## src/rtl/eth_rx_mac_filter.sv

```systemverilog
// Receive-side destination MAC filter: buffers the 6-byte destination address,
// then replays and forwards matching frames or silently drops the rest.
module eth_rx_mac_filter #(
    parameter int COUNTER_WIDTH = 32,
    parameter bit FILTER_ENABLE = 1'b1
) (
    input  logic                     clock50,
    input  logic                     reset_n,
    input  logic [47:0]              local_mac,
    input  logic                     cfg_promiscuous,
    input  logic                     cfg_accept_broadcast,
    input  logic                     cfg_accept_multicast,
    input  logic [7:0]               s_axis_tdata,
    input  logic                     s_axis_tvalid,
    output logic                     s_axis_tready,
    input  logic                     s_axis_tlast,
    input  logic                     s_axis_tuser,
    output logic [7:0]               m_axis_tdata,
    output logic                     m_axis_tkeep,
    output logic                     m_axis_tvalid,
    input  logic                     m_axis_tready,
    output logic                     m_axis_tlast,
    output logic                     m_axis_tuser,
    input  logic                     stat_clear,
    output logic [COUNTER_WIDTH-1:0] stat_frames_accepted,
    output logic [COUNTER_WIDTH-1:0] stat_frames_dropped
);

    typedef enum logic [1:0] {HDR, REPLAY, PASS, DROP} state_t;

    state_t                   state_q, state_d;
    logic [2:0]               idx_q, idx_d;
    logic [2:0]               r_q, r_d;
    logic [7:0]               hdr_q [6];
    logic [7:0]               hdr_d [6];
    logic [COUNTER_WIDTH-1:0] acc_q, acc_d;
    logic [COUNTER_WIDTH-1:0] drop_q, drop_d;

    logic        s_hs, m_hs;
    logic        acc_inc, drop_inc;
    logic [47:0] dest;
    logic        is_bcast, match;

    // Output muxing is combinational so PASS adds no latency or bubbles.
    always_comb begin
        s_axis_tready = 1'b1;
        m_axis_tvalid = 1'b0;
        m_axis_tdata  = '0;
        m_axis_tlast  = 1'b0;
        m_axis_tuser  = 1'b0;
        unique case (state_q)
            HDR:    s_axis_tready = 1'b1;
            REPLAY: begin
                s_axis_tready = 1'b0;
                m_axis_tvalid = 1'b1;
                m_axis_tdata  = hdr_q[r_q];
            end
            PASS: begin
                s_axis_tready = m_axis_tready;
                m_axis_tvalid = s_axis_tvalid;
                m_axis_tdata  = s_axis_tdata;
                m_axis_tlast  = s_axis_tlast;
                m_axis_tuser  = s_axis_tuser;
            end
            DROP:   s_axis_tready = 1'b1;
            default: s_axis_tready = 1'b1;
        endcase
    end

    assign m_axis_tkeep = 1'b1;
    assign s_hs = s_axis_tvalid & s_axis_tready;
    assign m_hs = m_axis_tvalid & m_axis_tready;

    // The 6th byte is still on the bus when the match is evaluated.
    assign dest     = {hdr_q[0], hdr_q[1], hdr_q[2], hdr_q[3], hdr_q[4], s_axis_tdata};
    assign is_bcast = (dest == 48'hFFFF_FFFF_FFFF);
    assign match    = !FILTER_ENABLE || cfg_promiscuous || (dest == local_mac)
                    || (is_bcast && cfg_accept_broadcast)
                    || (hdr_q[0][0] && !is_bcast && cfg_accept_multicast);

    always_comb begin
        state_d  = state_q;
        idx_d    = idx_q;
        r_d      = r_q;
        hdr_d    = hdr_q;
        acc_inc  = 1'b0;
        drop_inc = 1'b0;
        unique case (state_q)
            HDR: begin
                if (s_hs) begin
                    hdr_d[idx_q] = s_axis_tdata;
                    if (s_axis_tlast) begin
                        drop_inc = 1'b1;
                        idx_d    = '0;
                    end else if (idx_q == 3'd5) begin
                        idx_d   = '0;
                        r_d     = '0;
                        state_d = match ? REPLAY : DROP;
                    end else begin
                        idx_d = idx_q + 3'd1;
                    end
                end
            end
            REPLAY: begin
                if (m_hs) begin
                    if (r_q == 3'd5) begin
                        r_d     = '0;
                        state_d = PASS;
                    end else begin
                        r_d = r_q + 3'd1;
                    end
                end
            end
            PASS: begin
                if (s_hs && s_axis_tlast) begin
                    acc_inc = 1'b1;
                    idx_d   = '0;
                    state_d = HDR;
                end
            end
            DROP: begin
                if (s_hs && s_axis_tlast) begin
                    drop_inc = 1'b1;
                    idx_d    = '0;
                    state_d  = HDR;
                end
            end
            default: state_d = HDR;
        endcase
    end

    // Clear wins over a same-cycle increment.
    always_comb begin
        if (stat_clear) begin
            acc_d  = '0;
            drop_d = '0;
        end else begin
            acc_d  = acc_q + {{(COUNTER_WIDTH-1){1'b0}}, acc_inc};
            drop_d = drop_q + {{(COUNTER_WIDTH-1){1'b0}}, drop_inc};
        end
    end

    always_ff @(posedge clock50 or negedge reset_n) begin
        if (!reset_n) begin
            state_q <= HDR;
            idx_q   <= '0;
            r_q     <= '0;
            hdr_q   <= '{default: '0};
            acc_q   <= '0;
            drop_q  <= '0;
        end else begin
            state_q <= state_d;
            idx_q   <= idx_d;
            r_q     <= r_d;
            hdr_q   <= hdr_d;
            acc_q   <= acc_d;
            drop_q  <= drop_d;
        end
    end

    assign stat_frames_accepted = acc_q;
    assign stat_frames_dropped  = drop_q;

endmodule

```

## config.mk

```make
export PLATFORM = sky130hd
export DESIGN_NAME = eth_rx_mac_filter
export DESIGN_NICKNAME = d
export VERILOG_FILES = /design/src/rtl/eth_rx_mac_filter.sv
export SDC_FILE = /design/constraint.sdc
export NUM_CORES = 1
export LEC_CHECK = 0
export CAP_MARGIN = 20
export CORE_MARGIN = 4
export CORE_UTILIZATION = 45
export CTS_CLUSTER_SIZE = 14
export DETAILED_ROUTE_END_ITERATION = 10
export GPL_ROUTABILITY_DRIVEN = 0
export PLACE_DENSITY = 0.72
export RECOVER_POWER = 25
export SLEW_MARGIN = 40
export SYNTH_ARGS = -nofsm -noshare
export SYNTH_HDL_FRONTEND = slang
export SYNTH_SLANG_ARGS = --single-unit
```

## constraint.sdc

```tcl
create_clock -name clock50 -period 8.7 [get_ports clock50]
set_clock_uncertainty 0.2 [all_clocks]
set_input_delay 2.175 -clock clock50 [delete_from_list [all_inputs] [get_ports clock50]]
set_output_delay 2.175 -clock clock50 [all_outputs]
set_load 0.03 [all_outputs]
```

# Word level (Yosys, flattened, before mapping)
# Cells that the tools add are included.
dict set report op_classes {
  n_reduce_logical 18
  mux 37
  addsub 4
  n_bitwise 4
  eq_ne 13
  magnitude_cmp 3
}
# cell count
set op_table {}
lappend op_table {{32-bit by 1-bit adder with 32-bit output} 2}
lappend op_table {{32-bit 2-to-1 mux} 2}
lappend op_table {{48-bit bitwise mux} 1}
lappend op_table {{48-bit == test} 1}
lappend op_table {{48-bit == test, second input constant} 1}
lappend op_table {{3-bit 2-to-1 mux} 9}
lappend op_table {{8-bit binary-select mux with 3-bit select} 1}
lappend op_table {{8-bit demux with 3-bit select} 1}
lappend op_table {{8-bit 2-to-1 mux} 3}
lappend op_table {{8-bit one-hot mux with 2 select lines} 1}
lappend op_table {{2-bit 2-to-1 mux} 7}
lappend op_table {{3-bit one-hot mux with 2 select lines} 2}
lappend op_table {{2-bit != test, second input constant} 5}
lappend op_table {{4-bit greater-or-equal comparator, second input constant} 2}
lappend op_table {{3-bit inverter with 4-bit output} 2}
lappend op_table {{3-bit by 1-bit adder with 3-bit output, second input constant} 2}
lappend op_table {{3-bit == test, second input constant} 2}
lappend op_table {{1-bit 2-to-1 mux} 6}
lappend op_table {{2-bit one-hot mux with 3 select lines} 1}
lappend op_table {{6-bit AND reduction} 1}
lappend op_table {{1-bit logical AND} 5}
lappend op_table {{5-bit AND reduction} 1}
lappend op_table {{2-bit == test, second input constant} 2}
lappend op_table {{4-bit by 1-bit < comparator with 1-bit output, second input constant} 1}
lappend op_table {{12 further kinds} 18}
dict set report totals {
  in_bits 66
  out_inout_bits 77
  reg_bits 120
}

# Depth between registers and ports, before layout
dict set report depth {
  depth_word 10
  depth_mapped 13
  mapped_depth_nobuf 11
}

# Worst setup path after synthesis
# Ideal clock, no wire load.
dict set report synth_timing {
  path_type {input-to-output}
  start {in s_axis_tdata[1]}
  end {out m_axis_tdata[1]}
  path_buffers 1
  t_arrival_ns 2.977
  setup_slack_ns 3.348
  path_stages 3
  required_time_ns 6.325
  path_cell_list {clkbuf_1 a221oi_1 nor2b_1}
}
dict set report synth_between {
  elab_chain_cells 1
}
# item line
set synth_lines {}
lappend synth_lines {{start: declaration} 13} ;# input logic [7:0] s_axis_tdata,
lappend synth_lines {{8-bit one-hot mux with 2 select lines} 51} ;# unique case (state_q)
lappend synth_lines {{end: declaration} 18} ;# output logic [7:0] m_axis_tdata,
# Every way passes these cells.

# Worst setup path after layout
# Same ends and word-level chain as after synthesis.

==> reports/results.md <==
GRT
* **first-pass GRT wire length** 29.79 mm
* **overall overflow remaining after global route** 0
* **via count of the first global-routing pass** 5660
* **maximum number of pins on one net before global-route repair** 70
* **All-Layer GR Usage** 0.2257
* **initial antenna violation count** 0

Detailed routing
* **Routed WL** 18.91 mm
* **average routed wire per standard cell** 19.53 um
* **vias after detailed routing** 5644
* **Detailed Routing Iterations Pass 1** 5
* **count of unresolved DRC violations after routing** 0
* **ANT nets after route** 0
* **starting DRC count in detailed routing** 503
* **vias per cell** 5.831

Die
* **Die Outline Area** 0.01693 mm^2
* **total I/O pin count** 143
* **total core area** 0.01459 mm^2
* **site row count** 44
* **initial standard-cell utilization of the core** 0.4600
* **Die Width** 130.1 um
* **vertical die dimension** 130.1 um

STA
* **final setup vio count** 0
* **setup total negative slack** 0 ns
* **Final period util** 0.7313
* **normalized max-slew margin** -0.9331
* **transition time of the tightest slew-check pin** 2.900 ns
* **maximum achievable frequency** 157.2 MHz
* **number of endpoints with negative hold slack in the final report** 0
* **total count of max-transition violations in the final report** 53
* **setup repair after global routing missed its margin** no
* **Tmin final** 6.362 ns

Synthesis
* **most frequent cell after synthesis** dfrtp_1
* **dominant synthesized flop cell** dfrtp_1
* **count of unique library cells instantiated by Yosys** 53
* **number of nets in the synthesized netlist** 714
* **Post-Syn Area per Cell** 10.49 um^2
* **Synth warnings** 0
* **Synth top cells by count** 120 x dfrtp_1, 83 x xnor2_1, 66 x nor2_1
* **Synth area leaders** dfrtp_1 45%, xnor2_1 11%, mux2_2 8.6%, nor2_1 3.7%, nand4_1 3.3%
* **library cell with the largest summed area after synthesis** dfrtp_1
* **fraction of post-synthesis cell area in the top cell type by area** 0.4474
* **total of flip-flops plus latches after synthesis** 120
* **register area share after synthesis** 0.4474
* **count of mapped cells out of synthesis** 640
* **number of flops mapped to enable cells by yosys** 0
* **post-synthesis instance area** 0.006711 mm^2
* **asr flop ratio synth** 1.000

Final layout
* **fin nets** 845
* **diode count** 0
* **synthesis-to-layout area growth** 32.33%
* **number of fillers in the final layout** 1169
* **layout cells sized above 1** 0.1365
* **Finished Layout Cells** 968

Worst setup path
* **peak per-stage delay on the critical path** 0.73 ns
* **dominant cell type by count on the critical path** clkdlybuf4s50_1
* **peak fanout along the critical path** 9
* **highest-delay cell along the critical path** clkdlybuf4s50_1
* **type of element capturing the critical path** primary output
* **worst reg2reg path depth** 11
* **data arrival time at the worst-slack endpoint** 3.99 ns
* **critical path launch point type** input port
* **Setup CP Type** input port to primary output
* **required time reported for the critical path endpoint** 6.33 ns
* **crit-path cells** clkdlybuf4s50_1 > a221oi_1 > nor2b_1 > clkdlybuf4s50_1

Pwr
* **Power per Cell Area** 256.5 mW/mm^2
* **Static Leak** 0.003414 uW
* **maximum ir drop on the vdd rail** 0.1903 mV
* **Tot Pwr** 2278 uW

Clock network
* **CTS buffer count** 17
* **worst-case clock buffer depth** 2
* **root cell of the clock tree** clkbuf_16
* **number of cells upsized or downsized after cts** 0
* **number of H-tree levels** 4
* **clock latency on the worst-skew pair** 0.41 ns
* **clk sink count** 120
* **hold buffer count at cts** 0
* **CTS tree** done
* **clk slew on worst S/H paths** 0.05 ns
* **count of buffers added by post-CTS timing repair for setup** 0

Place
* **number of cells after detailed placement** 936
* **I/O Buffers** 141
* **Detail Placement HPWL** 13.78 mm

Min path
* **cell depth of the worst min-delay path** 1
* **hold crit path type** flop to flop

Job
* **max-cap check violation count** 1

Outcome
* **outcome** finished, violations left
* **failing checks** capacitance limit, slew limit

## critical path: cells and delay by family
family	cells	cell delay, ns
AND/OR/NAND/NOR	1	0.20
AO/OA/AOI/OAI	1	0.18
buffers and inverters	2	1.43
## flip-flops by register name, summed over array words and instances (netlist names)
name and flops:
dest 40, hdr_q 8, idx_q 3, r_q 3, stat_frames_accepted 32, stat_frames_dropped 32, state_q 2
## through the flow
stage	utilization	setup slack, ns	cell area, um^2	hold WS [ns]
after floorplan	-	3.348	6711	0.2805
after global placement	0.5645	2.424	8235	0.2897
after detailed placement	0.5648	2.358	8239	0.2965
after CTS	0.6080	2.341	8870	0.3087
after global routing	0.6087	2.302	8881	0.3254
final	0.6087	2.338	8881	0.3105
## logic make-up (layout without fill, tap and decap cells)
family	after synthesis	count (layout)	synth area share
fa+ha+maj	8	8	0.01491
xor+xnor	95	95	0.1240
mux	68	68	0.1258
simple gates	252	252	0.2107
compound gates	51	51	0.05015
flops	120	120	0.4474
other cells	1	1	0.0005587
buf+inv	45	189	0.02647
## cell type report
type / instances / area (um^2) / area share
multi-input combinational: 475 / 3542 / 0.3988
sequential: 120 / 3004 / 0.3383
clock inverter: 12 / 173.9 / 0.01958
tap: 184 / 230.2 / 0.02592
inverter: 14 / 52.55 / 0.005917
timing repair buffer: 143 / 1421 / 0.1600
clock buffer: 20 / 456.7 / 0.05142
## final timing paths
check | from | end | slack [ns]
setup / recovery | s_axis_tdata[1] | m_axis_tdata[1] | 2.34
hold / removal | hdr_q[6]$_DFFE_PN0P_ | hdr_q[6]$_DFFE_PN0P_ | 0.31
setup reg to reg | state_q[0]$_DFFE_PN0P_ | stat_frames_accepted[30]$_DFF_PN0_ | 4.29
hold reg to reg | hdr_q[6]$_DFFE_PN0P_ | hdr_q[6]$_DFFE_PN0P_ | 0.31
max in group asynchronous | reset_n | r_q[0]$_DFFE_PN0P_ | 4.03
min in group asynchronous | reset_n | stat_frames_accepted[15]$_DFF_PN0_ | 2.49
## metal layers
| layer | up-vias | routed length (um) | global-route usage |
|---|---|---|---|
| met2 | 248 | 9319 | 0.3757 |
| met5 | - | 0 | 0 |
| met1 | 2805 | 7718 | 0.2906 |
| met4 | 0 | 309 | 0.06601 |
| met3 | 40 | 1559 | 0.05935 |
| li1 | 2551 | - | - |
## power breakdown
part / leakage [uW] / total (uW) / internal, uW / switching [uW]
logic: 0.00151 / 671 / 353 / 319
registers: 0.00161 / 859 / 671 / 188
clock network: 0.000298 / 747 / 493 / 254
total: 0.00341 / 2280 / 1520 / 761
## placed cells by master, fill, tap and decap left out, types with 3 or more instances in the layout
| master | n |
|---|---|
| nand4_1 | 35 |
| nor3b_1 | 3 |
| nor2b_1 | 15 |
| xnor2_1 | 83 |
| and2_1 | 5 |
| clkinvlp_4 | 4 |
| nor4b_1 | 3 |
| clkbuf_16 | 17 |
| bufinv_16 | 4 |
| ha_1 | 8 |
| nor4_1 | 17 |
| o21ai_0 | 17 |
| a221oi_1 | 8 |
| mux2i_1 | 9 |
| mux2_2 | 51 |
| nand2_1 | 20 |
| a21oi_1 | 13 |
| dfrtp_1 | 119 |
| inv_1 | 14 |
| and3_1 | 7 |
| clkdlybuf4s50_1 | 139 |
| nor2_1 | 64 |
| nor3_1 | 14 |
| xor2_1 | 12 |
| clkinv_2 | 3 |
| a22o_1 | 3 |
| mux4_2 | 8 |
| nand2b_1 | 6 |
| nand3_1 | 26 |
| nand3b_1 | 3 |
| and4_1 | 7 |
| or3_1 | 11 |
Power figures use the tool's default switching activity.
